**src/rtl/bouncebox_src.sv**
```systemverilog
// rtl/bouncebox_src.sv - bouncing white box over a gradient with a red border, fed to the HDMI encoder
// Raster position follows the encoder strobes; o_pixel is registered from the next-state counters.
module bouncebox_src #(
  parameter int H_ACTIVE = 640,
  parameter int V_ACTIVE = 480,
  parameter int BOX_W    = 32,
  parameter int BOX_H    = 32,
  parameter int STEP     = 2
) (
  input  logic        i_pixclk,
  input  logic        i_reset,
  input  logic        i_rd,
  input  logic        i_newline,
  input  logic        i_newframe,
  output logic [23:0] o_pixel
);

  localparam logic [11:0] H_LIM  = 12'(H_ACTIVE);
  localparam logic [11:0] V_LIM  = 12'(V_ACTIVE);
  localparam logic [11:0] X_STOP = 12'(H_ACTIVE - BOX_W);
  localparam logic [11:0] Y_STOP = 12'(V_ACTIVE - BOX_H);
  localparam logic [11:0] STEP_W = 12'(STEP);

  logic [11:0] col_q, col_d, row_q, row_d;
  logic [11:0] bx_q, bx_d, by_q, by_d;
  logic        dx_q, dx_d, dy_q, dy_d;
  logic [7:0]  frm_q, frm_d;
  logic [23:0] pixel_q, pixel_d;

  // Returns {direction, position} after one frame of motion along one axis.
  function automatic logic [12:0] bounce(input logic [11:0] pos, input logic dir,
                                         input logic [11:0] stop);
    logic [12:0] sum;
    sum = {1'b0, pos} + {1'b0, STEP_W};
    if (dir) begin
      if (sum >= {1'b0, stop}) return {1'b0, stop};
      else                     return {1'b1, sum[11:0]};
    end else begin
      if (pos <= STEP_W) return {1'b1, 12'd0};
      else               return {1'b0, pos - STEP_W};
    end
  endfunction

  always_comb begin
    col_d = col_q;
    row_d = row_q;
    bx_d  = bx_q;
    by_d  = by_q;
    dx_d  = dx_q;
    dy_d  = dy_q;
    frm_d = frm_q;
    if (i_newframe) begin
      col_d          = 12'd0;
      row_d          = 12'd0;
      frm_d          = frm_q + 8'd1;
      {dx_d, bx_d}   = bounce(bx_q, dx_q, X_STOP);
      {dy_d, by_d}   = bounce(by_q, dy_q, Y_STOP);
    end else if (i_newline) begin
      col_d = 12'd0;
      if (row_q < V_LIM) row_d = row_q + 12'd1;
    end else if (i_rd) begin
      if (col_q < H_LIM) col_d = col_q + 12'd1;
    end
  end

  logic [12:0] bx_end, by_end;
  logic        in_box, on_border;

  always_comb begin
    bx_end    = {1'b0, bx_d} + 13'(BOX_W);
    by_end    = {1'b0, by_d} + 13'(BOX_H);
    in_box    = (col_d >= bx_d) && ({1'b0, col_d} < bx_end) &&
                (row_d >= by_d) && ({1'b0, row_d} < by_end);
    on_border = (col_d == 12'd0) || (col_d == H_LIM - 12'd1) ||
                (row_d == 12'd0) || (row_d == V_LIM - 12'd1);
    pixel_d   = {col_d[7:0], row_d[7:0], frm_d};
    if (col_d >= H_LIM || row_d >= V_LIM) pixel_d = 24'h000000;
    else if (in_box)                      pixel_d = 24'hFFFFFF;
    else if (on_border)                   pixel_d = 24'hFF0000;
  end

  always_ff @(posedge i_pixclk or posedge i_reset) begin
    if (i_reset) begin
      col_q   <= 12'd0;
      row_q   <= 12'd0;
      bx_q    <= 12'd0;
      by_q    <= 12'd0;
      dx_q    <= 1'b1;
      dy_q    <= 1'b1;
      frm_q   <= 8'd0;
      pixel_q <= 24'h000000;
    end else begin
      col_q   <= col_d;
      row_q   <= row_d;
      bx_q    <= bx_d;
      by_q    <= by_d;
      dx_q    <= dx_d;
      dy_q    <= dy_d;
      frm_q   <= frm_d;
      pixel_q <= pixel_d;
    end
  end

  assign o_pixel = pixel_q;

endmodule

```
**config.mk**
```make
export PLATFORM = sky130hd
export DESIGN_NAME = bouncebox_src
export DESIGN_NICKNAME = d
export VERILOG_FILES = /design/src/rtl/bouncebox_src.sv
export SDC_FILE = /design/constraint.sdc
export NUM_CORES = 1
export LEC_CHECK = 0
export CORE_ASPECT_RATIO = 0.6
export CORE_MARGIN = 3
export CORE_UTILIZATION = 45
export CTS_BUF_LIST = sky130_fd_sc_hd__clkbuf_8 sky130_fd_sc_hd__clkbuf_16
export CTS_CLUSTER_SIZE = 14
export DETAILED_ROUTE_END_ITERATION = 8
export SYNTH_ARGS = -nofsm -noshare
export SYNTH_HDL_FRONTEND = slang
export SYNTH_SLANG_ARGS = --single-unit
```
**constraint.sdc**
```tcl
create_clock -name i_pixclk -period 6.4 [get_ports i_pixclk]
set_clock_uncertainty 0.2 [all_clocks]
set_input_delay 0.64 -clock i_pixclk [delete_from_list [all_inputs] [get_ports i_pixclk]]
set_output_delay 0.64 -clock i_pixclk [all_outputs]
set_load 0.02 [all_outputs]
```
==> impl_metrics.py <==
metrics = {
    "timing": {
        "whs_ps": 294,
        "worstMarginPinSlew_ps": 882,
        "final_max_slew_viol_count": 0,
        "max_freq_mhz": 192,
        "min_period_ps": 5210,
        "finalSetupTns_ps": 0,
        "rsz0062_at_grt": "no",
        "setup_viol": 0,
        "hold_viol_final": 0,
        "slew_headroom_pct": 39.7,
        "fin_crit_sh_pct": 81.4,
    },
    "setup_path": {
        "cp.required_ps": 6460,
        "reg2reg_to": "o_pixel[20]",
        "cp_max_fo": 24,
        "r2r_slack_ps": 1190,
        "critPathKind": "reg2reg",
        "worstReg2RegStart": "bx_q[1]",
        "start_kind": "register",
        "rr_worst_depth": 18,
        "crit_arrival_ps": 5270,
        "crit_path_end_kind": "register",
    },
    "logic_synthesis": {
        "netlist_area_um2": 6080,
        "synth-seq-cells": 82,
        "synth.most_common_cell": "dfrtp_1",
        "ys_async_sr_fraction_pct": 100,
        "yosysSeqAreaShare_pct": 33.8,
        "yosysUniqueCellTypes": 77,
        "ys_warn_count": 0,
        "yosys.area.top_type": "dfrtp_1",
        "synthTopCellsByArea": "dfrtp_1 33%, ha_1 10%, inv_1 2.9%, xnor2_1 2.9%, a21oi_1 2.6%",
        "netlist_instances": 669,
        "synthTopCellsByCount": "80 x dfrtp_1, 49 x ha_1, 47 x inv_1",
        "synth_edf_count": 0,
        "synth_top_area_share_pct": 32.9,
        "synth_area_per_cell_um2": 9.09,
        "synth_flop_cell": "dfrtp_1",
        "syn_nets": 723,
    },
    "floorplanning": {
        "io-pin-count": 29,
        "die-area_um2": 15000,
        "coreArea_um2": 13000,
        "start_util_pct": 46.7,
        "row_count": 32,
        "die_w_um": 156,
        "die_y_um": 96.0,
    },
    "routing": {
        "first_pass_iters": 5,
        "routed_wl_um": 15700,
        "drt_iter0_markers": 557,
        "wl_per_cell_um": 18.5,
        "drc": 0,
        "route.antenna.remaining_nets": 0,
        "viasPerCell": 6.29,
        "vias": 5342,
    },
    "clocking": {
        "clk_pin_slew_ps": 70,
        "clkLatencyLatePin_ps": 340,
        "clock-sinks": 82,
        "cts_max_path_buffers": 2,
        "cts-hold-fix-buffers": 0,
        "cts-resized-gates": 0,
        "cts_tree": "built",
        "h-tree-depth": 3,
        "root_buffer": "clkbuf_16",
        "cts_buffers": 9,
        "cts_setup_buffers": 0,
    },
    "pwr": {
        "power_leakage_nw": 2.95,
        "seqPwrFrac_pct": 36.8,
        "clkPwrFrac_pct": 27.6,
        "ir_worst_vdd_mv": 0.128,
        "p_per_area_nw_per_um2": 292,
        "switching_share_pct": 39.8,
        "total_power_mw": 1.97,
        "switching_power_mw": 0.784,
        "internal_power_mw": 1.19,
        "comb_power_share_pct": 35.6,
    },
    "cells_and_area": {
        "drive_gt1_share_pct": 9.28,
        "area_growth_pct": 11.0,
        "fin_util_pct": 51.8,
        "nNetsFinal": 728,
        "n_antenna_cell": 0,
        "final_cells": 849,
    },
    "min_path": {
        "min_from": "frm_q[3]",
        "whs_path_depth": 1,
        "hp-class": "reg2reg",
        "min_to": "frm_q[3]",
    },
    "grt": {
        "grt_pass1_wl_um": 26200,
        "grt-ovfl-total": 0,
        "grt_pass1_vias": 5040,
        "grtUsageTotal_pct": 21.7,
        "antenna_found_initial": 0,
        "grt_max_degree": 60,
    },
    "placement": {
        "place_inst": 833,
        "place_congestion": 0.940,
        "hpwlAfterDp_um": 11400,
        "io_buffers": 28,
    },
    "job": {
        "maxCapViolCount": 0,
    },
    "run_status": {
        "outcome": "finished, final reports clean",
    },
}
==> metal layers <==
layer | share of wire (%) | wire, um | GRT usage, %
met5 | 0 | 0 | 0
met3 | 6.5 | 1030 | 4.09
met1 | 51 | 7950 | 33.3
met2 | 42 | 6560 | 31.3
met4 | 1.0 | 161 | 5.36
==> stage by stage <==
step,setup slack [ps],cell area (um2)
after global placement,1400,6430
after global routing,771,6740
after floorplan,1900,6080
final,1190,6740
after detailed placement,1360,6430
after CTS,1330,6740
==> flip-flops by register name, indices dropped and copies added (netlist names) <==
signal	cells
bx_q	12
by_q	12
col_q	12
dx_q	1
dy_q	1
frm_q	8
o_pixel	24
row_q	12
==> power by group through the flow <==
stage                     clock network [mW]  logic [mW]  registers [mW]
after floorplan                            0       0.609           0.646
after global placement                     0       0.685           0.726
after detailed placement                   0       0.697           0.729
after CTS                              0.557       0.700           0.720
after global routing                   0.578       0.795           0.742
final                                  0.543       0.702           0.725
==> cell usage in the layout (no fill, tap or decap), types with 13 or more instances in the layout <==
cell / netlist / layout
a21oi_1: 32 / 31
and3_1: 15 / 15
clkdlybuf4s50_1: 0 / 27
dfrtp_1: 80 / 80
ha_1: 49 / 49
inv_1: 47 / 46
nand2_1: 30 / 30
nand3_1: 29 / 29
nand4_1: 17 / 17
nor2_1: 36 / 36
o21ai_0: 26 / 26
o2bb2ai_1: 18 / 18
or4_1: 13 / 13
xnor2_1: 20 / 20
==> layout make-up <==
type | instances | area (um2)
clock buffers | 9 | 225
clock inverters | 7 | 88.8
fillers | 1181 | 6270
inverters | 48 | 181
multi-input cells | 498 | 3650
flip-flops and latches | 82 | 2050
well taps | 170 | 213
repair buffers | 35 | 328
==> worst max-delay path, stage by stage (launching register included) <==
cell and delay [ps]:
dfrtp_1 520, ha_1 340, nand3_1 240, a311oi_1 470
mux2i_1 210, o22ai_1 580, inv_1 170, a22oi_1 180
o21a_1 170, ha_1 130, and3_1 180, o21ai_0 110
nand3_1 150, a21oi_1 100, or4b_2 610, nor4_1 260
a21oi_2 50, buf_4 250, o2bb2ai_1 190
==> cells by family (layout without fill, tap and decap cells) <==
family | Yosys count | in the layout | synth area share (%)
buf+inv | 89 | 99 | 6.15
compound gates | 184 | 184 | 23.0
xor+xnor | 26 | 26 | 3.75
fa+ha+maj | 49 | 49 | 10.1
simple gates | 232 | 232 | 22.0
flops | 82 | 82 | 33.8
mux | 7 | 7 | 1.24
==> how the worst max path moves through the flow <==
stage	slack, ps	depth (start not counted)	start	endpoint
after CTS	1330	18	bx_q[1]	o_pixel[20]
after global routing	770	18	bx_q[1]	o_pixel[3]
final	1190	18	bx_q[1]	o_pixel[20]
after detailed placement	1360	15	i_rd	o_pixel[20]
after global placement	1400	15	i_rd	o_pixel[13]
after floorplan	1900	18	i_newframe	o_pixel[13]
Power figures use the tool's default switching activity.
